`config.mk`:
```
export PLATFORM = sky130hd
export DESIGN_NAME = micro_sequencer
export DESIGN_NICKNAME = d
export VERILOG_FILES = /design/src/rtl/mcu_pkg.sv /design/src/rtl/mdu_stall_timer.sv /design/src/rtl/micro_sequencer.sv
export SDC_FILE = /design/constraint.sdc
export NUM_CORES = 1
export LEC_CHECK = 0
export CAP_MARGIN = 20
export CORE_MARGIN = 2
export CORE_UTILIZATION = 40
export CTS_BUF_LIST = sky130_fd_sc_hd__clkbuf_2 sky130_fd_sc_hd__clkbuf_4 sky130_fd_sc_hd__clkbuf_8
export DETAILED_ROUTE_END_ITERATION = 12
export PLACE_DENSITY = 0.64
export SETUP_SLACK_MARGIN = 0.2
export SYNTH_ARGS = -nofsm -noshare
export SYNTH_HDL_FRONTEND = slang
export SYNTH_SLANG_ARGS = --single-unit
export TNS_END_PERCENT = 1
```
`constraint.sdc`:
```
create_clock -name clk -period 2.9 [get_ports clk]
set_input_delay 0.435 -clock clk [delete_from_list [all_inputs] [get_ports clk]]
set_output_delay 0.435 -clock clk [all_outputs]
set_load 0.1 [all_outputs]
```
`src/rtl/mcu_pkg.sv`:
```
// Shared constants for the microprogrammed MIPS control unit: microstate numbering,
// sequencing-field encodings and the next-microstate selection used by the sequencer.
package mcu_pkg;

    localparam int UPC_W = 5;
    localparam logic [UPC_W-1:0] FETCH_STATE = UPC_W'(0);
    localparam logic [UPC_W-1:0] EXC_STATE   = UPC_W'(31);

    localparam logic [1:0] SEQ_FETCH = 2'b00;
    localparam logic [1:0] SEQ_DISP1 = 2'b01;
    localparam logic [1:0] SEQ_DISP2 = 2'b10;
    localparam logic [1:0] SEQ_INCR  = 2'b11;

    typedef enum logic [1:0] {
        ST_RUN      = 2'd0,
        ST_WAIT_MDU = 2'd1,
        ST_EXC      = 2'd2
    } fsm_t;

    // Increment wraps in UPC_W bits, so the last ordinary microstate steps into EXC_STATE.
    function automatic logic [UPC_W-1:0] seq_target(
        input logic [1:0]       seq,
        input logic [UPC_W-1:0] cur,
        input logic [UPC_W-1:0] d1,
        input logic [UPC_W-1:0] d2
    );
        logic [UPC_W-1:0] t;
        t = FETCH_STATE;
        case (seq)
            SEQ_FETCH: t = FETCH_STATE;
            SEQ_DISP1: t = d1;
            SEQ_DISP2: t = d2;
            SEQ_INCR:  t = cur + UPC_W'(1);
            default:   t = FETCH_STATE;
        endcase
        return t;
    endfunction

endpackage

```
`src/rtl/mdu_stall_timer.sv`:
```
// Counts cycles spent waiting on the MDU; tc flags the last allowed wait cycle.
module mdu_stall_timer #(
    parameter int MAX_STALL = 64
) (
    input  logic clk,
    input  logic reset_n,
    input  logic clear,
    input  logic enable,
    output logic tc
);

    localparam int CW = (MAX_STALL > 2) ? $clog2(MAX_STALL) : 1;

    logic [CW-1:0] count_reg;

    assign tc = (count_reg == CW'(MAX_STALL - 1));

    // Saturates at the terminal count; the sequencer leaves WAIT_MDU on that cycle anyway.
    always_ff @(posedge clk or negedge reset_n) begin
        if (!reset_n) begin
            count_reg <= '0;
        end else if (clear) begin
            count_reg <= '0;
        end else if (enable && !tc) begin
            count_reg <= count_reg + CW'(1);
        end
    end

endmodule

```
`src/rtl/micro_sequencer.sv`:
```
// Micro-PC sequencer: picks the next microstate, stalls on multi-cycle MDU ops and
// converts undefined-instruction dispatches and MDU hangs into exception pulses.
module micro_sequencer
    import mcu_pkg::*;
#(
    parameter int MAX_STALL = 64,
    parameter int CNT_W     = 32
) (
    input  logic             clk,
    input  logic             reset_n,
    input  logic [1:0]       seq_ctrl,
    input  logic [UPC_W-1:0] dt1_next,
    input  logic [UPC_W-1:0] dt2_next,
    input  logic             mdu_wait,
    input  logic             mdu_done,
    output logic [UPC_W-1:0] upc,
    output logic             stall,
    output logic             exc_undef,
    output logic             exc_timeout,
    output logic             retire,
    output logic [CNT_W-1:0] retire_cnt
);

    fsm_t             state_reg, state_next;
    logic [UPC_W-1:0] upc_reg, upc_next;
    logic [1:0]       seq_hold_reg, seq_hold_next;
    logic             stall_reg, stall_next;
    logic             exc_undef_reg, exc_undef_next;
    logic             exc_timeout_reg, exc_timeout_next;
    logic             retire_reg, retire_next;
    logic [CNT_W-1:0] retire_cnt_reg, retire_cnt_next;

    logic             timer_clear, timer_en, timer_tc;
    logic             resolve;
    logic [1:0]       resolve_seq;
    logic [UPC_W-1:0] target;

    mdu_stall_timer #(
        .MAX_STALL (MAX_STALL)
    ) u_timer (
        .clk     (clk),
        .reset_n (reset_n),
        .clear   (timer_clear),
        .enable  (timer_en),
        .tc      (timer_tc)
    );

    // While stalled the held sequencing field is used, but dispatch inputs stay live.
    assign resolve_seq = (state_reg == ST_WAIT_MDU) ? seq_hold_reg : seq_ctrl;
    assign target      = seq_target(resolve_seq, upc_reg, dt1_next, dt2_next);

    always_comb begin
        state_next       = state_reg;
        upc_next         = upc_reg;
        seq_hold_next    = seq_hold_reg;
        exc_undef_next   = 1'b0;
        exc_timeout_next = 1'b0;
        retire_next      = 1'b0;
        retire_cnt_next  = retire_cnt_reg;
        timer_clear      = 1'b0;
        timer_en         = 1'b0;
        resolve          = 1'b0;

        case (state_reg)
            ST_RUN: begin
                if (mdu_wait) begin
                    seq_hold_next = seq_ctrl;
                    state_next    = ST_WAIT_MDU;
                    timer_clear   = 1'b1;
                end else begin
                    resolve = 1'b1;
                end
            end
            ST_WAIT_MDU: begin
                timer_en = 1'b1;
                if (mdu_done) begin
                    resolve = 1'b1;
                end else if (timer_tc) begin
                    exc_timeout_next = 1'b1;
                    upc_next         = EXC_STATE;
                    state_next       = ST_EXC;
                end
            end
            ST_EXC: begin
                upc_next   = FETCH_STATE;
                state_next = ST_RUN;
            end
            default: begin
                upc_next   = FETCH_STATE;
                state_next = ST_RUN;
            end
        endcase

        if (resolve) begin
            if (target == EXC_STATE) begin
                upc_next       = EXC_STATE;
                state_next     = ST_EXC;
                exc_undef_next = 1'b1;
            end else begin
                upc_next   = target;
                state_next = ST_RUN;
                // A held fetch (already in FETCH_STATE) is not a completed instruction.
                if (target == FETCH_STATE && upc_reg != FETCH_STATE) begin
                    retire_next     = 1'b1;
                    retire_cnt_next = retire_cnt_reg + CNT_W'(1);
                end
            end
        end

        stall_next = (state_next == ST_WAIT_MDU);
    end

    always_ff @(posedge clk or negedge reset_n) begin
        if (!reset_n) begin
            state_reg       <= ST_RUN;
            upc_reg         <= FETCH_STATE;
            seq_hold_reg    <= SEQ_FETCH;
            stall_reg       <= 1'b0;
            exc_undef_reg   <= 1'b0;
            exc_timeout_reg <= 1'b0;
            retire_reg      <= 1'b0;
            retire_cnt_reg  <= '0;
        end else begin
            state_reg       <= state_next;
            upc_reg         <= upc_next;
            seq_hold_reg    <= seq_hold_next;
            stall_reg       <= stall_next;
            exc_undef_reg   <= exc_undef_next;
            exc_timeout_reg <= exc_timeout_next;
            retire_reg      <= retire_next;
            retire_cnt_reg  <= retire_cnt_next;
        end
    end

    assign upc         = upc_reg;
    assign stall       = stall_reg;
    assign exc_undef   = exc_undef_reg;
    assign exc_timeout = exc_timeout_reg;
    assign retire      = retire_reg;
    assign retire_cnt  = retire_cnt_reg;

endmodule

```
==> results of run 1 <==
==> routing by layer <==
metal | wire [um] | global-route usage
met2 | 3242 | 0.2743
met5 | 0 | 0
met3 | 258 | 0.03422
met1 | 3203 | 0.2515
met4 | 55 | 0.05513
==> logic make-up after synthesis <==
logic type                 Yosys count
AOI/OAI and AO/OA                   26
xor gates and xnor gates            38
adders and majority gates            4
buffers and inverters               20
DFF                                 51
muxes                                9
and+or+nand+nor                    125
==> cells in the final DEF, fill, tap and decap left out, types with 6 or more instances in the layout <==
cell type,netlist,layout
inv_1,8,8
nor4_2,20,20
clkdlybuf4s50_1,0,14
nand2_1,18,18
and3_1,8,8
dfrtp_1,51,49
xnor2_1,6,6
nor2_1,21,21
buf_4,1,54
xor2_1,32,32
nand4_1,12,12
nand3_1,15,15
==> how the worst max path moves through the flow <==
stage | from | end | slack, ns | cells after the start
floorplan | retire_cnt[0] | retire_cnt[18] | 0.22 | 7
global placement | seq_ctrl[0] | retire_cnt[14] | 0.28 | 7
detailed placement | seq_ctrl[0] | retire_cnt[13] | 0.21 | 7
CTS | state_reg[1] | retire_cnt[13] | 0.41 | 7
global route | state_reg[0] | retire_cnt[14] | 0.20 | 7
finish | state_reg[0] | retire_cnt[12] | 0.41 | 7
==> layout make-up <==
class                      count  area [um2]
clock buffer                   7       83.83
fill                         668        3556
inverter                       8       30.03
multi-input combinational    202        1600
sequential                    51        1279
tap                           99       123.9
timing repair buffer          71       580.6
==> report_power, final <==
group / leakage, nW / total [mW] / internal (mW) / switching [mW]
Sequential: 0.674 / 0.967 / 0.825 / 0.142
Clock: 0.0452 / 0.411 / 0.186 / 0.225
Combinational: 1.02 / 1.89 / 0.543 / 1.35
==> results.cfg, run 1 <==
[outcome]
outcome = completed

[worst_setup_path]
critPathTopFamily = compound AO/OA/AOI/OAI gates
slowest_stage = dfrtp_1
r2r_slack_ns = 0.41
crit_type = reg -> reg
r2r_end = retire_cnt[12]
cpPeakStageDelay_ns = 0.54
worst_setup_path_end_kind = flop
crit_buf_inv = 1
worst_setup_path_start_kind = flop
ff2ff_path_depth = 7
arrival_ns = 2.67
path_max_fanout = 17
r2r_start = state_reg[0]
path_cells = nand2b_2 > a21boi_1 > nor2_1 > o21ai_4 > buf_4 > nor4b_2 > xor2_1
cp.required_ns = 3.08

[synthesis]
synth_cell_types = 52
synth_top_area_share = 0.4257
synth_seq_cells = 51
synth_most_common_cell = dfrtp_1
syn_area_per_cell_um2 = 10.98
synth_top_family_by_area = simple AND/OR/NAND/NOR gates
synth_compound_area_frac = 0.07429
yosysTopAreaCell = dfrtp_1
yosys_most_used_dff = dfrtp_1
synth_edf_count = 0
synth_common_cells = dfrtp_1 (51), xor2_1 (32), nor2_1 (21), nor4_2 (20), nand2_1 (18)
synth_xor_area_frac = 0.1110
synthAdderAreaFrac = 0.01669
synth.area.mux_share = 0.03339
syn_area_um2 = 2998
syn_inst = 273
ys_async_sr_fraction = 1.000
ys_seq_area_frac = 0.4257
synthTopCellsByArea = dfrtp_1 (43%), xor2_1 (9.3%), nor4_2 (8.3%), nor2_1 (2.6%), nand3_1 (2.5%)
synthSimpleGateAreaFrac = 0.2959
synth_nets = 293
ys_warn_count = 0

[place]
placed_cell_area_um2 = 3603
post-place-ws_ns = 0.2113
globalplace.congestion = 0.8613
dp.cells = 430
hpwl_mm = 4.956
port_buffers = 56

[finish]
syn_to_final_growth_pct = 23.33
drive_above_1_share = 0.3097
layout.cells.non_filler = 438
final_net_count = 359
diodes = 0
largest_reg_flops = 32
final_core_util = 0.5097
design_area_um2 = 3697

[drt]
vias = 2316
avgRoutedWirePerCell_um = 15.43
first_iter_violations = 86
final_antenna_net_count = 0
firstDrtPassIters = 4
routed_wl_mm = 6.759
drc = 0
viasPerCell = 5.288

[clocking]
cts_buffer_depth = 2
cts_tree = built
cts_hold_buf = 1
cts_inserted_buffers = 5
clk_latency_ns = 0.30
ctsResizeCount = 0
root_buffer = clkbuf_8
htreeDepth = 2
clk_pin_slew_ns = 0.09
clock-sinks = 51
cts_setup_buffers = 0

[timing]
fmax_ghz = 0.4012
hold_viol = 0
slew_viol_final = 0
worst_slew_pin_slew_ns = 0.6049
fin_crit_sh = 0.8596
hold_slack_ns = 0.4836
setup_slack_ns = 0.4072
period_needed_ns = 2.493
finalSetupViolations = 0
fin_tns_setup_ns = 0
rsz0062_at_grt = false
worst_clock_skew_ns = 0.007815
relSlewSlack = 0.5959

[hold_path]
hold_depth = 1
hold_end = retire_cnt[31]
hold_path_class = reg -> reg
min_from = retire_cnt[31]

[pwr]
irDropWorstVdd_mv = 0.2721
p_total_mw = 3.266
power_per_cell_area_nw_per_um2 = 883.3
p_leak_nw = 1.734

[global_route]
grt_max_degree = 43
grt_pass1_vias = 2334
antenna_found_initial = 0
grt_pass1_wl_mm = 11.82
grt_use_total = 0.1774
overflow = 0

[die]
fp.coreArea_um2 = 7253
io_pins = 57
die_area_um2 = 8203
fp.dieW_um = 90.57
dieHeight_um = 90.57
rows = 31
initial_core_util = 0.4133

[flow_run]
drv_cap = 0
Note: power is estimated with default switching activity, not from simulation.
==> run 2: changes to the inputs <==
--- a/config.mk
+++ b/config.mk
@@ -10,6 +10,7 @@
 export CORE_UTILIZATION = 40
 export CTS_BUF_LIST = sky130_fd_sc_hd__clkbuf_2 sky130_fd_sc_hd__clkbuf_4 sky130_fd_sc_hd__clkbuf_8
 export DETAILED_ROUTE_END_ITERATION = 12
+export MAX_ROUTING_LAYER = met4
 export PLACE_DENSITY = 0.64
 export SETUP_SLACK_MARGIN = 0.2
 export SYNTH_ARGS = -nofsm -noshare
==> run 2 against run 1 <==
Against the previous run: clock skew fell by 0.0012 ns; register-to-register slack improved by 0.02 ns; global-route usage rose by 0.49 points.
==> results.cfg, run 2 (same netlist as run 1, synthesis figures left out) <==
[finish]
final_cell_mix = buf_4 (54), dfrtp_1 (49), xor2_1 (32)
regArea_um2 = 1279
multi_input_area_um2 = 1600
mostFrequentLayoutCell = buf_4
final_core_util = 0.5097
largest_reg_flops = 32
diodes = 0
final_net_count = 359
n_fill_cell = 668
drive_above_1_share = 0.3097
syn_to_final_growth_pct = 23.33

[global_route]
grt_pass1_vias = 2334
grt_max_degree = 43
grt_pass1_wl_mm = 11.81
antenna_found_initial = 0
overflow = 0
grt_use_total = 0.1823

[clocking]
clk_latency_ns = 0.30
ctsResizeCount = 0
cts_setup_buffers = 0
cts_tree = built
clock-sinks = 51
clk_pin_slew_ns = 0.09
cts_buffer_depth = 2
cts_inserted_buffers = 5
root_buffer = clkbuf_8
htreeDepth = 2
cts_hold_buf = 1

[die]
die_area_um2 = 8203
rows = 31
initial_core_util = 0.4133
fp.dieW_um = 90.57
fp.coreArea_um2 = 7253
io_pins = 57
dieHeight_um = 90.57

[worst_setup_path]
cp.required_ns = 3.08
path_max_fanout = 17
worst_setup_path_end_kind = flop
crit_type = reg -> reg
worst_setup_path_start_kind = flop
arrival_ns = 2.65

[pwr]
p_leak_nw = 1.734
irDropWorstVdd_mv = 0.2723
power_per_cell_area_nw_per_um2 = 883.2

[timing]
finalSetupViolations = 0
period_needed_ns = 2.473
worst_slew_pin_slew_ns = 0.6203
rsz0062_at_grt = false
slew_viol_final = 0
worst_clock_skew_ns = 0.006637
hold_viol = 0
relSlewSlack = 0.5806
fmax_ghz = 0.4044
fin_tns_setup_ns = 0
fin_crit_sh = 0.8527

[drt]
drc = 0
final_antenna_net_count = 0
vias = 2301
first_iter_violations = 108
viasPerCell = 5.253
avgRoutedWirePerCell_um = 15.43
routed_wl_mm = 6.759
firstDrtPassIters = 4

[hold_path]
hold_path_class = reg -> reg

[outcome]
outcome = completed

[place]
hpwl_mm = 4.956
globalplace.congestion = 0.8752
port_buffers = 56

[flow_run]
drv_cap = 0
==> run 2: final cells by class <==
class                           count  share of cell area
Inverter                            8            0.008122
Multi-Input combinational cell    202              0.4328
Tap cell                           99             0.03350
Timing Repair Buffer               71              0.1570
Sequential cell                    51              0.3459
Clock buffer                        7             0.02267
==> run 2: worst paths after layout <==
check	from	end	slack, ns	depth (start not counted)
worst max register to register	state_reg[1]	retire_cnt[12]	0.43	7
min in group asynchronous	reset_n	seq_hold_reg[0]	0.51	2
worst min-delay path	retire_cnt[31]	retire_cnt[31]	0.48	1
worst max-delay path	state_reg[1]	retire_cnt[12]	0.43	7
worst min register to register	retire_cnt[31]	retire_cnt[31]	0.48	1
max in group asynchronous	reset_n	retire_cnt[6]	1.58	3
==> run 2: worst max-delay path, stage by stage, from the launching register on <==
cell      delay [ns]
dfrtp_1         0.44
nand2b_2        0.23
a21boi_1        0.52
nor2_1          0.17
o21ai_4         0.53
buf_4           0.25
nor4b_2         0.05
xor2_1          0.14
==> run 2: routing by layer <==
metal	vias to the layer above	GRT usage	wire, um
li1	1120	-	-
met1	1130	0.2483	3215
met2	44	0.2767	3227
met3	7	0.03506	228
met4	0	0.05513	88
met5	-	-	0
==> run 2: through the flow <==
step | instance area (um2) | hold slack, ns | setup WS (ns) | power, mW | instances
2_1_floorplan | 3000 | 0.1394 | 0.2222 | 2.443 | 273
3_3_place_gp | 3603 | 0.3168 | 0.2818 | 2.850 | 430
3_5_place_dp | 3603 | 0.3169 | 0.2113 | 2.864 | 430
4_1_cts | 3697 | 0.4865 | 0.4060 | 3.287 | 438
5_1_grt | 3697 | 0.4960 | 0.2122 | 3.467 | 438
6_report | 3697 | 0.4835 | 0.4273 | 3.265 | 438
==> run 2: report_power, final <==
group	internal, mW	switching, mW	leakage [nW]
Sequential	0.825	0.143	0.674
Clock	0.186	0.226	0.0452
Combinational	0.542	1.34	1.02
Total	1.55	1.71	1.73
==> run 3: changes to the inputs <==
--- a/config.mk
+++ b/config.mk
@@ -9,9 +9,11 @@
 export CORE_MARGIN = 2
 export CORE_UTILIZATION = 40
 export CTS_BUF_LIST = sky130_fd_sc_hd__clkbuf_2 sky130_fd_sc_hd__clkbuf_4 sky130_fd_sc_hd__clkbuf_8
+export CTS_CLUSTER_SIZE = 30
 export DETAILED_ROUTE_END_ITERATION = 12
 export MAX_ROUTING_LAYER = met4
 export PLACE_DENSITY = 0.64
+export RECOVER_POWER = 50
 export SETUP_SLACK_MARGIN = 0.2
 export SYNTH_ARGS = -nofsm -noshare
 export SYNTH_HDL_FRONTEND = slang
==> run 3 against run 2 <==
Against the previous run: wire length down 0.25%; maximum frequency barely moved; register-to-register slack about the same; worst hold slack worse by 0.0036 ns; critical path depth unchanged; final cell count stayed put; design area is 2.0% lower; sequential share of layout area rose by 0.72 points; clock skew barely moved; non-clock buffer count unchanged; clock power about the same; critical endpoint unchanged.
==> results.cfg, run 3 (same netlist as run 1, synthesis figures left out) <==
[clocking]
root_buffer = clkbuf_8
cts_tree = built
cts_hold_buf = 1
cts_buffer_depth = 2
cts_inserted_buffers = 5
cts_setup_buffers = 0
ctsResizeCount = 0
clock-sinks = 51
clk_pin_slew_ns = 0.09
clk_latency_ns = 0.30
htreeDepth = 2

[timing]
fin_crit_sh = 0.8530
relSlewSlack = 0.2190
fin_tns_setup_ns = 0
slew_viol_final = 0
worst_clock_skew_ns = 0.006601
period_needed_ns = 2.474
rsz0062_at_grt = false
finalSetupViolations = 0
setup_slack_ns = 0.4262
fmax_ghz = 0.4042
worst_slew_pin_slew_ns = 1.177
hold_viol = 0

[pwr]
p_leak_nw = 1.654
irDropWorstVdd_mv = 0.2718
power_per_cell_area_nw_per_um2 = 892.3
p_total_mw = 3.232

[global_route]
grt_util_met3 = 0.03506
top_usage_layer = met2
use_met2 = 0.2767
overflow = 0
antenna_found_initial = 0
grt_use_total = 0.1823
grt_max_degree = 43
grt_pass1_vias = 2334
grt.met1_usage = 0.2483
grt_pass1_wl_mm = 11.81

[place]
port_buffers = 56
post-place-ws_ns = 0.2113
hpwl_mm = 4.956
globalplace.congestion = 0.8752
dp.cells = 430

[finish]
layout.cells.non_filler = 438
n_fill_cell = 691
multi_input_area_um2 = 1600
final_cell_mix = dfrtp_1 (49), buf_4 (34), xor2_1 (32)
drive_above_1_share = 0.2507
mostFrequentLayoutCell = dfrtp_1
regArea_um2 = 1279
largest_reg_flops = 32
diodes = 0
final_net_count = 359
syn_to_final_growth_pct = 20.83

[die]
fp.coreArea_um2 = 7253
initial_core_util = 0.4133
dieHeight_um = 90.57
rows = 31
die_area_um2 = 8203
io_pins = 57
fp.dieW_um = 90.57

[drt]
final_antenna_net_count = 0
firstDrtPassIters = 4
avgRoutedWirePerCell_um = 15.39
first_iter_violations = 75
routed_wl_mm = 6.742
viasPerCell = 5.297
drc = 0
vias = 2320

[worst_setup_path]
slowest_stage = o21ai_4
worst_setup_path_start_kind = flop
worst_setup_path_end_kind = flop
cp.required_ns = 3.08
crit_type = reg -> reg
path_max_fanout = 17
cpPeakStageDelay_ns = 0.53
path_cells = nand2b_2 > a21boi_1 > nor2_1 > o21ai_4 > buf_4 > nor4b_2 > xor2_1
arrival_ns = 2.65

[hold_path]
hold_path_class = reg -> reg

[outcome]
outcome = completed

[flow_run]
drv_cap = 0
==> run 3: changes by cell type in the layout (fill, tap and decap cells not counted), sizes merged <==
cell / delta
buf: -21
clkbuf: +21
==> run 3: final timing paths <==
kind                                     start         endpoint  slack [ns]  depth (start not counted)
worst max-delay path              state_reg[1]   retire_cnt[12]        0.43                          7
worst min-delay path            retire_cnt[31]   retire_cnt[31]        0.48                          1
worst max register to register    state_reg[1]   retire_cnt[12]        0.43                          7
worst min register to register  retire_cnt[31]   retire_cnt[31]        0.48                          1
max in group asynchronous              reset_n    retire_cnt[6]        0.86                          3
min in group asynchronous              reset_n  seq_hold_reg[0]        0.62                          2
==> run 3: area by class of cell <==
type / instances / area share
clock buffer: 7 / 0.02314
inverter: 8 / 0.008290
multi-input combinational: 202 / 0.4418
sequential: 51 / 0.3530
tap: 99 / 0.03420
timing repair buffer: 71 / 0.1396
==> run 3: routing by layer <==
metal	up-vias	share of wire
li1	1122	-
met1	1151	0.47
met2	42	0.48
met3	5	0.033
met4	0	0.012
met5	-	0
==> run 3: where the power goes <==
group	total, mW	switching, mW	internal (mW)
clock network	0.411	0.225	0.186
registers	0.966	0.141	0.825
logic	1.86	1.34	0.512
total	3.23	1.71	1.52
==> run 3: through the flow <==
step	cell area, um2	hold WS (ns)	utilization
floorplan	3000	0.1394	-
global placement	3603	0.3168	0.4968
detailed placement	3603	0.3169	0.4968
CTS	3697	0.4865	0.5097
global route	3622	0.4945	0.4994
finish	3622	0.4798	0.4994
==> run 3: critical path, delay by kind of cell (launching register included) <==
family          cells  cell delay [ns]
xor+xnor            1             0.14
buf+inv             1             0.25
flops               1             0.44
compound gates      2             1.05
simple gates        3             0.45
==> patch 1: new RTL, flow settings as in run 1 <==
`MAX_STALL` is set to 64 in 2 places; all go to 32.
--- a/src/rtl/mdu_stall_timer.sv
+++ b/src/rtl/mdu_stall_timer.sv
@@ -2,3 +2,3 @@
 module mdu_stall_timer #(
-    parameter int MAX_STALL = 64
+    parameter int MAX_STALL = 32
 ) (
--- a/src/rtl/micro_sequencer.sv
+++ b/src/rtl/micro_sequencer.sv
@@ -5,3 +5,3 @@
 #(
-    parameter int MAX_STALL = 64,
+    parameter int MAX_STALL = 32,
     parameter int CNT_W     = 32
Behaviour: same outputs for any inputs over 10 cycles, from zero or initial values and one cycle with reset_n low; that may be too few to reach the edited logic, so the function may still have changed.
==> patch 1 against run 1 <==
  * First-iteration DRC count rose by 17%
  * Sequential cell count fell by 1
  * Count of clock-buffer cells in the layout fell by 2
  * Synthesized cell count fell by 11%
  * Worst setup slack improved by 0.0057 ns
  * Global-route usage fell by 2.2 points
  * Cell area fell by 12%
  * Maximum frequency rose by 0.23%
  * Utilization rose by 0.47 points
  * Area after synthesis fell by 13%
  * Routed wire length fell by 21%
Power is not compared: it rests on default switching activity, and its combinational part moved more than twofold at a synthesized area within 25%.
==> patch 1: results (changes against run 1) <==
CTS Buffer Depth=2 (unchanged); total of warnings raised by yosys=0 (unchanged); Routed WL=5.356 mm (-21%); main area contributors after synthesis=sky130_fd_sc_hd__dfrtp_1 48%, sky130_fd_sc_hd__xnor2_1 11%, sky130_fd_sc_hd__nand4_1 4.1%; synthesized net count=263 (-10%); most instantiated cells after synthesis=50 x sky130_fd_sc_hd__dfrtp_1, 32 x sky130_fd_sc_hd__xnor2_1, 20 x sky130_fd_sc_hd__nand2_1, 17 x sky130_fd_sc_hd__nand4_1, 15 x sky130_fd_sc_hd__and3_1; count of cell types in the netlist=39 (-25%); slew of the pin with the lowest slew margin=0.6750 ns (+0.07004 ns); maximum number of pins on one net before global-route repair=46 (+7.0%); worst ir drop on vdd=0.7132 mV; minimum hold slack=0.4720 ns (-0.01158 ns); global router's overall resource usage=15.59% (-2.2 points); Starting DRT DRC Count=101 (+17%); detail-routed net length per standard cell=14.06 um (-8.9%); highest fanout seen on the critical path=32 (+15); via count of the first global-routing pass=1935 (-17%); via count of the routed design=1967 (-15%); Resized cells post-CTS=0 (unchanged); first-pass GRT wire length=9.052 mm (-23%); hpwl dp=3.880 mm (-22%); root buffer cell=sky130_fd_sc_hd__clkbuf_8; async set or reset register ratio after synthesis=100.0% (unchanged); fraction of layout cells with a size suffix above 1=23.36% (-7.6 points); outcome=completed; total of fill cells in the finished design=586 (-12%); CTS clk-pin slew, worst paths=0.09 ns (about the same); Leak=1.550 nW; initial antenna violation count=0 (unchanged); worst r2r path cells=8 (+1); design internal power=1.253 mW; worst clock skew on the final layout=0.005021 ns (-0.002794 ns); Hold/Removal Path Class=in -> async; Cells after DPL=373 (-13%); crit path DAT=2.68 ns (about the same); Final nets=325 (-9.5%); sequential fraction of the synthesis area=47.89% (+5.3 points); gate count after technology mapping=242 (-11%); routability congestion estimate from global placement=0.8554 (-0.69%); Pre-antenna DRT Iters=4 (unchanged); insertion delay of the later-clocked pin in the worst-skew pair=0.31 ns
[patch 1: power groups by stage]
stage          Combinational, mW  Clock, mW  Sequential, mW
2_1_floorplan              0.276          0            1.19
3_3_place_gp               0.771          0           0.874
3_5_place_dp               0.775          0           0.872
4_1_cts                    0.780      0.497           0.862
5_1_grt                    0.822      0.530           0.876
6_report                   0.774      0.491           0.863
[patch 1: path summary, 6_finish.rpt]
kind | start | endpoint
worst max-delay path | state_reg[1] | retire_cnt[17]
min in group clk | retire_cnt[31] | retire_cnt[31]
worst min-delay path | reset_n | upc[1]
max in group asynchronous | reset_n | retire_cnt[23]
worst min register to register | retire_cnt[31] | retire_cnt[31]
worst max register to register | state_reg[1] | retire_cnt[17]
[patch 1: cell families after synthesis]
kind of cell | after synthesis | synth area share [%]
compound gates | 31 | 8.141
xor+xnor | 34 | 11.40
fa+ha+maj | 5 | 2.395
buf+inv | 15 | 3.927
flops | 50 | 47.89
mux | 13 | 5.508
simple gates | 94 | 20.74
[patch 1: repair_timing]
item / CTS / global route
endpoints found under the hold margin: 5 / 0
hold buffers: 1 / 0
endpoints found under the setup margin: 0 / 0
[patch 1: critical path: stages, from the launching register on]
cell and delay [ns]:
sky130_fd_sc_hd__dfrtp_1 0.46, sky130_fd_sc_hd__nand2b_4 0.19, sky130_fd_sc_hd__mux2i_2 0.42, sky130_fd_sc_hd__mux2i_1 0.30, sky130_fd_sc_hd__o211ai_1 0.16, sky130_fd_sc_hd__nor4_4 0.32
sky130_fd_sc_hd__buf_12 0.23, sky130_fd_sc_hd__nand4_1 0.12, sky130_fd_sc_hd__xnor2_1 0.16
[patch 1: layout make-up]
cell class	count	area (sq um)	area share [%]
clock inverters	2	38.79	1.187
repair buffers	64	528.0	16.16
well taps	77	96.34	2.949
flip-flops and latches	50	1254	38.38
clock buffers	5	68.82	2.106
multi-input cells	177	1259	38.53
inverters	6	22.52	0.6894
[patch 1: routing by layer]
layer	vias to the layer above	part of all wire, %	GRT usage [%]
met5	-	0	0
met4	0	1.6	6.494
met3	9	2.8	2.335
met2	30	45	23.84
met1	957	50	22.26
li1	971	-	-
[patch 1: metrics by stage]
| stage | instance area (sq um) | setup slack (ns) | util, % |
|---|---|---|---|
| 6_report | 3267 | 0.4129 | 51.45 |
| 5_1_grt | 3267 | 0.2491 | 51.45 |
| 2_1_floorplan | 2615 | 0.2243 | - |
| 4_1_cts | 3267 | 0.4041 | 51.45 |
| 3_5_place_dp | 3149 | 0.2107 | 49.60 |
| 3_3_place_gp | 3149 | 0.2509 | 49.60 |
==> patch 2: new RTL, flow settings as in run 1 <==
Without the edit above. Register the output `retire_cnt` once more, without a reset; this adds one clock of latency there. The other outputs are not delayed to match.
--- a/src/rtl/micro_sequencer.sv
+++ b/src/rtl/micro_sequencer.sv
@@ -139,3 +139,5 @@
     assign retire      = retire_reg;
-    assign retire_cnt  = retire_cnt_reg;
+    always_ff @(posedge clk) begin
+        retire_cnt <= retire_cnt_reg;
+    end
 
Behaviour: not the same (Yosys sat finds a counterexample within 4 cycles, from zero or initial values and one cycle with reset_n low).
==> patch 2 against run 1 <==
  * Cell area increased by 18%
  * Sequential cell count rose by 32
  * Critical path type unchanged
  * Area after synthesis grew 19%
  * Largest cell class is now sequential cells
  * Maximum frequency increased by 2.0%
  * Worst setup slack better by 0.048 ns
  * Total power is 27% higher
  * Worst hold slack got worse by 0.47 ns
  * Routed wire length grew 5.8%
==> patch 2: results (changes against run 1) <==
Starting DRT DRC Count=144 (+67%); initial antenna violation count=0 (unchanged); hpwl dp=5.117 mm (+3.3%); number of buffers created by CTS=9 (+4); first-pass GRT wire length=12.22 mm (+3.4%); async set or reset register ratio after synthesis=61.45% (-39 points); GR Layer Usage met2=24.59% (-2.8 points); Rel. slew slack=52.80% (-6.8 points); Final nets=389 (+8.4%); number of flip-flops in the largest register=64 (+100%); met1 GRT Util=21.09% (-4.1 points); insertion delay of the later-clocked pin in the worst-skew pair=0.36 ns (+0.06 ns); minimum setup slack after placement=0.3260 ns (+0.1147 ns); # diodes=0 (unchanged); Critical R2R Launch=state_reg[0]; count of cell types in the netlist=52 (unchanged); Routed WL=7.148 mm (+5.8%); total of fill cells in the finished design=804 (+20%); global router's overall resource usage=15.85% (-1.9 points); worst clock skew on the final layout=0.008375 ns (+0.0005605 ns); fraction of layout cells with a size suffix above 1=28.07% (-2.9 points); met3 layer usage reported by global route=4.939% (+1.5 points); synthesized net count=319 (+8.9%); outcome=completed; worst ir drop on vdd=0.5726 mV (+110%); highest fanout seen on the critical path=15 (-2); Leak=2.033 nW (+17%); CTS Buffer Depth=2 (unchanged); sequential fraction of the synthesis area=53.79% (+11 points); routability congestion estimate from global placement=0.8757 (+1.7%); most instantiated cells after synthesis=51 x sky130_fd_sc_hd__dfrtp_1, 32 x sky130_fd_sc_hd__dfxtp_1, 32 x sky130_fd_sc_hd__xor2_1, 17 x sky130_fd_sc_hd__nand4_1, 17 x sky130_fd_sc_hd__nor4_2; via count of the routed design=2522 (+8.9%); main area contributors after synthesis=sky130_fd_sc_hd__dfrtp_1 36%, sky130_fd_sc_hd__dfxtp_1 18%, sky130_fd_sc_hd__xor2_1 7.9%; number of levels in the clock H-tree=3 (+1); crit path DAT=2.73 ns (+0.06 ns); total of warnings raised by yosys=0 (unchanged); peak per-stage delay on the critical path=0.52 ns (-0.02 ns); Pre-antenna DRT Iters=4 (unchanged); Hold/Removal Path Class=in -> async; worst-path cell with the longest stage delay=sky130_fd_sc_hd__mux2i_4; maximum number of pins on one net before global-route repair=33 (-23%)
## patch 2: cell type report
class / instances / share of cell area (%)
Inverter: 9 / 0.7712
Timing Repair Buffer: 69 / 12.57
Tap cell: 108 / 3.085
Clock inverter: 6 / 1.628
Multi-Input combinational cell: 197 / 35.05
Clock buffer: 10 / 3.142
Sequential cell: 83 / 43.76
## patch 2: kinds of logic after synthesis
logic type,Yosys count,share of synthesized area (%)
adders and majority gates,4,1.405
and+or+nand+nor,117,23.00
AOI/OAI and AO/OA,31,6.953
xor gates and xnor gates,39,9.586
muxes,6,2.142
buffers and inverters,19,3.125
DFF,83,53.79
## patch 2: routing by layer
| layer | vias to the layer above | routed length [um] |
|---|---|---|
| met4 | 0 | 144 |
| met5 | - | 0 |
| met3 | 18 | 371 |
| met2 | 70 | 3344 |
| li1 | 1234 | - |
| met1 | 1200 | 3288 |
## patch 2: power by group
group	internal, mW	total (mW)	switching, mW
Sequential	1.28	1.41	0.132
Clock	0.432	0.872	0.440
Combinational	0.526	1.85	1.32
## patch 2: worst max-delay path, delay by kind of cell, from the launching register on
kind            cells  cell delay [ns]
flops               1             0.44
buf+inv             1             0.23
mux                 1             0.52
simple gates        3             0.78
xor+xnor            1             0.16
compound gates      1             0.23
## patch 2: final timing paths
| check | end | slack (ns) | cells past startpoint |
|---|---|---|---|
| max in group asynchronous | retire_cnt_reg[16] | 2.11 | 2 |
| worst min register to register | retire_cnt[7] | 0.41 | 0 |
| worst max register to register | retire_cnt_reg[24] | 0.46 | 7 |
| min in group clk | retire_cnt[7] | 0.41 | 0 |
| worst min-delay path | u_timer.count_reg[0] | 0.02 | 1 |
| worst max-delay path | retire_cnt_reg[24] | 0.46 | 7 |
## patch 2: per-stage QoR
step / instances / cell area [sq um] / utilization [%] / power [mW]
CTS: 482 / 4380 / 50.48 / 4.172
finish: 482 / 4380 / 50.48 / 4.136
global route: 482 / 4380 / 50.48 / 4.372
floorplan: 299 / 3563 / - / 2.885
detailed placement: 466 / 4172 / 48.07 / 3.287
global placement: 466 / 4172 / 48.07 / 3.279
